==> config.mk <==
export PLATFORM = sky130hd
export DESIGN_NAME = div_sequencer_flat
export DESIGN_NICKNAME = d
export VERILOG_FILES = /design/src/rtl/div_pkg.sv /design/src/rtl/div_if.sv /design/src/rtl/div_step.sv /design/src/rtl/div_sequencer.sv /design/src/flat_wrapper.sv
export SDC_FILE = /design/constraint.sdc
export NUM_CORES = 1
export LEC_CHECK = 0
export CAP_MARGIN = 20
export CORE_MARGIN = 5
export CORE_UTILIZATION = 49
export CTS_CLUSTER_DIAMETER = 120
export DETAILED_ROUTE_END_ITERATION = 10
export PLACE_DENSITY = 0.86
export SLEW_MARGIN = 30
export SYNTH_ARGS = -nofsm -noshare
export SYNTH_HDL_FRONTEND = slang
export SYNTH_SLANG_ARGS = --single-unit
==> constraint.sdc <==
create_clock -name clk -period 2 [get_ports clk]
set_input_delay 0.3 -clock clk [delete_from_list [all_inputs] [get_ports clk]]
set_output_delay 0.3 -clock clk [all_outputs]
set_load 0.03 [all_outputs]
==> src/rtl/div_pkg.sv <==
// ============================================================================
// Module : div_pkg
// Brief  : Shared types and constants for the restoring divider sequencer.
// Rev    : 1.0
// ============================================================================
`default_nettype none

package div_pkg;

    localparam int DEFAULT_WIDTH = 8;

    typedef enum logic [1:0] {
        IDLE = 2'd0,
        CALC = 2'd1,
        DONE = 2'd2
    } state_t;

    // Counter must hold the value WIDTH itself, hence the +1.
    function automatic int cnt_width(input int width);
        return $clog2(width + 1);
    endfunction

endpackage

`default_nettype wire

==> src/rtl/div_if.sv <==
// ============================================================================
// Module : div_if
// Brief  : Request/result bundle between a divider client and the sequencer.
// Rev    : 1.0
// ============================================================================
`default_nettype none

interface div_if
    import div_pkg::*;
#(
    parameter int WIDTH = DEFAULT_WIDTH
);
    logic             start;
    logic             abort;
    logic [WIDTH-1:0] dividend;
    logic [WIDTH-1:0] divisor;
    logic             busy;
    logic             done;
    logic [WIDTH-1:0] quotient;
    logic [WIDTH-1:0] remainder;
    logic             div_by_zero;

    modport master (
        output start, abort, dividend, divisor,
        input  busy, done, quotient, remainder, div_by_zero
    );

    modport slave (
        input  start, abort, dividend, divisor,
        output busy, done, quotient, remainder, div_by_zero
    );
endinterface

`default_nettype wire

==> src/rtl/div_step.sv <==
// ============================================================================
// Module : div_step
// Brief  : One combinational restoring shift-subtract iteration.
// Rev    : 1.0
// ============================================================================
`default_nettype none

module div_step #(
    parameter int WIDTH = 8
) (
    input  wire logic [WIDTH:0]   rem,
    input  wire logic [WIDTH-1:0] quo,
    input  wire logic [WIDTH-1:0] divisor,
    output logic      [WIDTH:0]   rem_next,
    output logic      [WIDTH-1:0] quo_next
);
    logic [WIDTH+1:0] w_shifted;
    logic [WIDTH+1:0] w_trial;

    // Two guard bits: one for the shifted-in MSB, one as the trial sign.
    assign w_shifted = {rem, quo[WIDTH-1]};
    assign w_trial   = w_shifted - {2'b00, divisor};

    always_comb begin
        rem_next = w_shifted[WIDTH:0];
        quo_next = {quo[WIDTH-2:0], 1'b0};
        if (!w_trial[WIDTH+1]) begin
            rem_next = w_trial[WIDTH:0];
            quo_next = {quo[WIDTH-2:0], 1'b1};
        end
    end
endmodule

`default_nettype wire

==> src/rtl/div_sequencer.sv <==
// ============================================================================
// Module : div_sequencer
// Brief  : Restoring divider controller, one quotient bit per clock.
// Rev    : 1.0
// ============================================================================
`default_nettype none

module div_sequencer
    import div_pkg::*;
#(
    parameter int WIDTH = DEFAULT_WIDTH
) (
    input  wire logic clk,
    input  wire logic rst,
    div_if.slave      bus
);
    localparam int CW = cnt_width(WIDTH);

    state_t           r_state;
    state_t           w_state_next;
    logic [WIDTH:0]   r_rem;
    logic [WIDTH-1:0] r_quo;
    logic [WIDTH-1:0] r_div;
    logic [CW-1:0]    r_cnt;
    logic [WIDTH-1:0] r_quotient;
    logic [WIDTH-1:0] r_remainder;
    logic             r_dbz;

    logic [WIDTH:0]   w_rem_next;
    logic [WIDTH-1:0] w_quo_next;
    logic             w_accept;
    logic             w_zero;
    logic             w_last;

    assign w_accept = (r_state == IDLE) && bus.start && !bus.abort;
    assign w_zero   = (bus.divisor == '0);
    assign w_last   = (r_cnt == CW'(1));

    div_step #(.WIDTH(WIDTH)) u_step (
        .rem      (r_rem),
        .quo      (r_quo),
        .divisor  (r_div),
        .rem_next (w_rem_next),
        .quo_next (w_quo_next)
    );

    always_ff @(posedge clk or posedge rst) begin
        if (rst) r_state <= IDLE;
        else     r_state <= w_state_next;
    end

    always_comb begin
        w_state_next = r_state;
        case (r_state)
            IDLE: if (w_accept) w_state_next = w_zero ? DONE : CALC;
            CALC: begin
                if (bus.abort)   w_state_next = IDLE;
                else if (w_last) w_state_next = DONE;
            end
            DONE:    w_state_next = IDLE;
            default: w_state_next = IDLE;
        endcase
    end

    always_ff @(posedge clk or posedge rst) begin
        if (rst) begin
            r_rem       <= '0;
            r_quo       <= '0;
            r_div       <= '0;
            r_cnt       <= '0;
            r_quotient  <= '0;
            r_remainder <= '0;
            r_dbz       <= 1'b0;
        end else if (w_accept) begin
            if (w_zero) begin
                r_quotient  <= '1;
                r_remainder <= bus.dividend;
                r_dbz       <= 1'b1;
            end else begin
                r_div <= bus.divisor;
                r_quo <= bus.dividend;
                r_rem <= '0;
                r_cnt <= CW'(WIDTH);
            end
        end else if (r_state == CALC && !bus.abort) begin
            r_rem <= w_rem_next;
            r_quo <= w_quo_next;
            r_cnt <= r_cnt - CW'(1);
            if (w_last) begin
                r_quotient  <= w_quo_next;
                r_remainder <= w_rem_next[WIDTH-1:0];
                r_dbz       <= 1'b0;
            end
        end
    end

    assign bus.busy        = (r_state != IDLE);
    assign bus.done        = (r_state == DONE);
    assign bus.quotient    = r_quotient;
    assign bus.remainder   = r_remainder;
    assign bus.div_by_zero = r_dbz;
endmodule

`default_nettype wire

==> src/flat_wrapper.sv <==
// flat-port wrapper written by rule: the top's interface ports become plain ports
module div_sequencer_flat import div_pkg::*;
#(
    parameter int WIDTH = DEFAULT_WIDTH
)
  (clk, rst, bus_start, bus_abort, bus_dividend, bus_divisor, bus_busy, bus_done, bus_quotient, bus_remainder, bus_div_by_zero);
  div_if #(.WIDTH(WIDTH)) bus_i ();
  input  wire logic clk;
  input  wire logic rst;
  input wire logic [$bits(bus_i.start)-1:0] bus_start;
  input wire logic [$bits(bus_i.abort)-1:0] bus_abort;
  input wire logic [$bits(bus_i.dividend)-1:0] bus_dividend;
  input wire logic [$bits(bus_i.divisor)-1:0] bus_divisor;
  output wire logic [$bits(bus_i.busy)-1:0] bus_busy;
  output wire logic [$bits(bus_i.done)-1:0] bus_done;
  output wire logic [$bits(bus_i.quotient)-1:0] bus_quotient;
  output wire logic [$bits(bus_i.remainder)-1:0] bus_remainder;
  output wire logic [$bits(bus_i.div_by_zero)-1:0] bus_div_by_zero;
  assign bus_i.start = bus_start;
  assign bus_i.abort = bus_abort;
  assign bus_i.dividend = bus_dividend;
  assign bus_i.divisor = bus_divisor;
  assign bus_busy = bus_i.busy;
  assign bus_done = bus_i.done;
  assign bus_quotient = bus_i.quotient;
  assign bus_remainder = bus_i.remainder;
  assign bus_div_by_zero = bus_i.div_by_zero;
  div_sequencer #(.WIDTH(WIDTH)) u_core (.clk(clk), .rst(rst), .bus(bus_i));
endmodule
==> After elaboration in Yosys (flattened, before gate mapping) <==
Cells that the tools add are included.
Widths: inputs -> output; s select.
{ "op_classes": {"n_addsub": 2, "eq_ne": 7, "mux": 28, "n_bitwise": 1, "reduce_logical": 13} }
{ "ops": {"columns": ["operator", "count"], "rows": [
  ["$mux 8", 11],
  ["$mux 9", 4],
  ["$mux 4", 3],
  ["$sub 10x8->10", 1],
  ["$logic_not 8->1", 1],
  ["$mux 2", 4],
  ["$reduce_and 2->1", 3],
  ["$reduce_bool 2->1", 3],
  ["$mux 1", 5],
  ["$eq 4x1->1 const B", 1],
  ["$ne 2x2->1 const B", 2],
  ["$pmux 2 s2", 1],
  ["$sub 4x1->4 const B", 1],
  ["$logic_and 1x1->1", 3],
  ["$ne 3x2->1 const B", 1],
  ["$reduce_and 3->1", 1],
  ["$eq 2x1->1 const B", 1],
  ["$eq 2x2->1 const B", 1],
  ["$logic_not 2->1", 1],
  ["$ne 2x1->1 const B", 1],
  ["$logic_not 1->1", 1],
  ["$not 1->1", 1]
]} }
{ "word_totals": {"register_bits": 48, "input_bits": 20, "out_inout_bits": 19, "word_cells": 59} }

==> Logic depth before layout (Yosys ltp) <==
{ "depth": {"ltp_word": 5, "depth_mapped": 10, "ltp_nobuf": 10} }

==> Modules after synthesis <==
Synthesis repeated with hierarchy kept, for this count alone.
{ "unflattened": {"hier_cells": 287, "hier_area_um2": 2711.4} }
{ "by_module_without_submodules": {"columns": ["module", "instances", "cells_per_inst", "area_per_inst_um2", "seq_area_each_um2"], "rows": [
  ["div_sequencer", 1, 208, 2093.3, 1201.2],
  ["div_step", 1, 79, 618.1, 0.0]
]} }

==> Least setup slack after synthesis <==
No wires, ideal clock.
{ "synth_timing": {"kind": "reg2reg", "start": "register u_core.r_rem[1]", "end": "register u_core.r_rem[6]", "setup_time_ps": 144, "arrival_ps": 2079, "t_required_ps": 1856, "slack_ps": -223, "stages_incl_launch_ff": 9, "n_path_buf": 1, "period_less_slack_ps": 2223, "path_cell_list": "dfrtp_1 > ha_1 > a21oi_1 > a21bo_2 > a41oi_4 > xnor2_2 > buf_6 > mux2i_1 > a21oi_1"} }
{ "synth_via": {"elab_chain_cells": 4} }
{ "synth_lines": {"columns": ["item", "line_no", "text"], "rows": [
  ["from (decl)", "div_sequencer.sv:21", "logic [WIDTH:0] r_rem;"],
  ["from (signal assigned)", "div_sequencer.sv:86", "r_rem <= w_rem_next;"],
  ["$sub 10x8->10", "div_step.sv:22", "assign w_trial = w_shifted - {2'b00, divisor};"],
  ["$mux 9", "div_step.sv:27", "if (!w_trial[WIDTH+1]) begin"],
  ["$mux 9", "div_sequencer.sv:85", "end else if (r_state == CALC && !bus.abort) begin"],
  ["$mux 9", "div_sequencer.sv:74", "end else if (w_accept) begin"]
]} }
No other way between the ends. The select of a mux whose other input is x is not followed.
A chain may end at the register's enable or synchronous reset.

==> Worst setup path after layout <==
{ "layout_timing": {"start": "register u_core.r_div[4]", "end": "register u_core.r_remainder[1] (netlist: u_core.bus.remainder[1])"} }
{ "layout_via": {"elab_chain_cells": 5} }
{ "layout_lines": {"columns": ["item", "line_no", "text"], "rows": [
  ["from (decl)", "div_sequencer.sv:23", "logic [WIDTH-1:0] r_div;"],
  ["from (signal assigned)", "div_sequencer.sv:80", "r_div <= bus.divisor;"],
  ["$sub 10x8->10", "div_step.sv:22", null],
  ["$mux 9", "div_step.sv:27", null],
  ["$mux 8", "div_sequencer.sv:89", "if (w_last) begin"],
  ["$mux 8", "div_sequencer.sv:85", null],
  ["$mux 8", "div_sequencer.sv:74", null],
  ["to (signal assigned)", "div_sequencer.sv:77", "r_remainder <= bus.dividend;"],
  ["to (signal assigned)", "div_sequencer.sv:91", "r_remainder <= w_rem_next[WIDTH-1:0];"],
  ["to (decl)", "div_sequencer.sv:26", "logic [WIDTH-1:0] r_remainder;"]
]} }
No other way between the ends. The select of a mux whose other input is x is not followed.

==> impl_results.md <==
- Status: complete, but fails checks
- Violated checks: setup timing
- Vias: 2839
- Total grt overflow: 0
- Average wire per standard cell: 22.1 µm
- Worst setup path class: register to register
- CP Launch Type: register
- Antenna violations before repair: 0
- Critical path arrival: 2.52 ns
- Non-Filler Instances: 450
- Synth Flop Type: dfrtp_1
- Top cell type's share of synthesized area: 0.464
- CTS sink count: 48
- Top Ports: 39
- Layout Skew: 0.0133 ns
- Post-detailed-route count of antenna-violating nets: 0
- WL final: 9.96 mm
- H-Tree Level Count: 2
- Clk Latency, worst-skew pair: between 0.3 and 0.4 ns
- Global-route wire length before repair: around 15 mm
- Hold Path Class: primary input to async pin
- Place WS: -0.253 ns
- Worst-case clock buffer depth: 2
- Diode count: 0
- Sw Pwr: 3.74 mW
- Initial core utilization: 0.507
- Post-synth EDFFs: 0
- Worst EP required: ~2.2 ns
- Minimum clock period: about 2.3 ns
- # rows: 26
- Critical Path End Type: register
- Placed Cells: 429
- Final hold vios: 0
- Netlist cell types: 51
- IO Port Bufs: 38
- Cts hold-fix bufs: 0
- Area Growth Syn to Fin: 55.6%
- Syn nets: 310
- CTS Root Cell: clkbuf_8
- Relative slew slack: 0.556
- Fin. max-slew vios: 0
- Reg clk slew, reported paths: 0.10 ns
- Via/cell ratio: 6.31
- Die area: 6840 µm²
- Mean cell area of the mapped netlist: slightly above 9 µm²
- Global-route usage over all layers: 0.292
- Worst Tran Pin Value: approximately 0.67 ns
- Dominant cells by area after synthesis: dfrtp_1 (46%), nand2_1 (8.7%), ha_1 (4.8%)
- Post-detail-place hpwl: 5.19 mm
- Sw frac: 0.450
- Post-synth ARST share: 1.00
- Fmax achieved: 434 MHz
- Leakage power: 1.81 nW
- DRC errors left: 0
- Die Ht: 82.7 µm
- Comb power frac: 0.712
- Iter 0 DRT Violations: 419
- YS warnings: 0
- RSZ-0062 raised after global routing: true
- Post-route setup slack: -0.307 ns
- CTS tree: built
- GPL Wtd Cong: 0.875
- Layout cells sized above 1: 0.347
- Power per cell area: 2060 nW/µm²
- Register area share after synthesis: 0.464
- First-pass DRT Iterations: 6
- Max-cap violations: 0
- Sequential share of power: 0.210
- Setup TNS Final: -3.67 ns
- Dominant cell type by area after synthesis: dfrtp_1
- Die Wd: ~83 µm
- Num CTS Buffers: 5
- Final setup fails: 19
- Post-Syn Area: 2590 µm²
- Crit-path max FO: 5
- Flops & latches, synth: 48
- Pint: 4.57 mW
- Gate Count Post-Synth: 279
- Worst hold margin: 0.336 ns
- Largest net degree at the start of global routing: 49
- Max VDD drop: 1.14 mV
- Number of global-route vias before repair: 2867
- Core area: 5110 µm²
- Final net count: a little over 400
- Period utilization: 1.15
- Clock power share: 0.078
-- worst max-delay path, cell delays in order (launching register included) --
cell and delay [ns]:
dfrtp_1 0.43, inv_2 0.08, ha_4 0.26, a21oi_4 0.19, o221ai_4 0.13, a41oi_4 0.21, buf_12 0.16, buf_12 0.11
mux2_4 0.30, o31ai_2 0.21, o21ai_1 0.10
-- cell usage in the layout, fill, tap and decap left out, types with 6 or more instances in the layout --
cell type,instances
buf_4,57
nand2_1,59
a31oi_1,9
o21ai_0,9
inv_1,10
inv_2,7
a21oi_2,10
nand3_1,12
ha_4,6
xnor2_1,6
clkdlybuf4s50_1,36
clkbuf_8,6
nor2_1,13
dfrtp_1,48
-- registers in the layout, summed over array words and instances, names as in the netlist --
name	flops
u_core.r_cnt	4
u_core.r_quo	8
u_core.bus.quotient	8
u_core.bus.remainder	8
u_core.r_rem	9
u_core.bus.div_by_zero	1
u_core.r_div	8
u_core.r_state	2
-- power by group through the flow --
| stage | Combinational [mW] | Clock, mW | Sequential [mW] |
|---|---|---|---|
| finish | 5.92 | 0.647 | 1.75 |
| floorplan | 2.14 | 0 | 1.90 |
| CTS | 5.00 | 0.626 | 1.68 |
| global route | 6.12 | 0.679 | 1.78 |
| detailed placement | 3.85 | 0 | 1.68 |
| global placement | 3.71 | 0 | 1.66 |
-- cell usage after synthesis, types with 2 or more instances --
cell and instances:
nand2_1 60, dfrtp_1 48, inv_1 17, nor2_1 15, nand3_1 14, a21oi_1 13, o21ai_0 12, clkbuf_1 11
ha_1 10, a31oi_1 9, o22ai_1 6, xnor2_1 6, mux2i_1 5, a22o_1 3, and2_1 3, nor4_1 3
o31ai_1 3, xor2_1 3, a21bo_2 2, and3_1 2, nand4b_1 2, nor2b_1 2, o22a_1 2
-- through the flow --
| step | power [mW] | utilization | cell area (µm²) |
|---|---|---|---|
| 6_report | 8.31 | 0.789 | 4030 |
| 5_1_grt | 8.59 | 0.789 | 4030 |
| 4_1_cts | 7.31 | 0.761 | 3880 |
| 3_5_place_dp | 5.53 | 0.691 | 3530 |
| 3_3_place_gp | 5.37 | 0.691 | 3530 |
| 2_1_floorplan | 4.04 | - | 2650 |
-- area by class of cell --
cell class	count	area [µm²]
Clock buffer	6	82.6
Fill cell	276	1080
Tap cell	70	87.6
Inverter	17	63.8
Multi-Input combinational cell	202	1610
Sequential cell	48	1200
Clock inverter	2	15.0
Timing Repair Buffer	105	970
-- timing repair --
action / 4_1_cts / 5_1_grt
gates cloned: 1 / 0
endpoints found under the setup margin: 19 / 21
setup buffers: 12 / 2
resized for setup: 36 / 28
pin swaps: 12 / 12
-- path summary, 6_finish.rpt --
check / depth (start not counted) / slack (ns) / from / endpoint
max: 10 / -0.31 / u_core.r_div[4] / u_core.bus.remainder[1]
min: 3 / 0.34 / rst / u_core.r_quo[3]
max reg2reg: 10 / -0.31 / u_core.r_div[4] / u_core.bus.remainder[1]
min reg2reg: 2 / 0.49 / u_core.bus.div_by_zero / u_core.bus.div_by_zero
max in group asynchronous: 3 / 1.43 / rst / u_core.r_div[6]
min in group clk: 2 / 0.49 / u_core.bus.div_by_zero / u_core.bus.div_by_zero
-- logic make-up (layout without fill, tap and decap cells) --
logic type / after synthesis / count (layout) / share of synthesized area
AND/OR/NAND/NOR: 108 / 108 / 0.190
adder cells (fa/ha/maj): 11 / 11 / 0.0561
AO/OA/AOI/OAI: 66 / 66 / 0.183
buffers and inverters: 30 / 130 / 0.0469
XOR/XNOR: 10 / 11 / 0.0367
multiplexers: 6 / 6 / 0.0237
flip-flops: 48 / 48 / 0.464
-- layer usage --
| metal | global-route usage | up-vias | part of all wire |
|---|---|---|---|
| met2 | 0.509 | 231 | 0.50 |
| met3 | 0.0521 | 55 | 0.089 |
| met1 | 0.355 | 1376 | 0.36 |
| met4 | 0.121 | 0 | 0.053 |
| li1 | - | 1177 | - |
| met5 | 0 | - | 0 |
No activity file was read; power rests on OpenSTA's default activity.
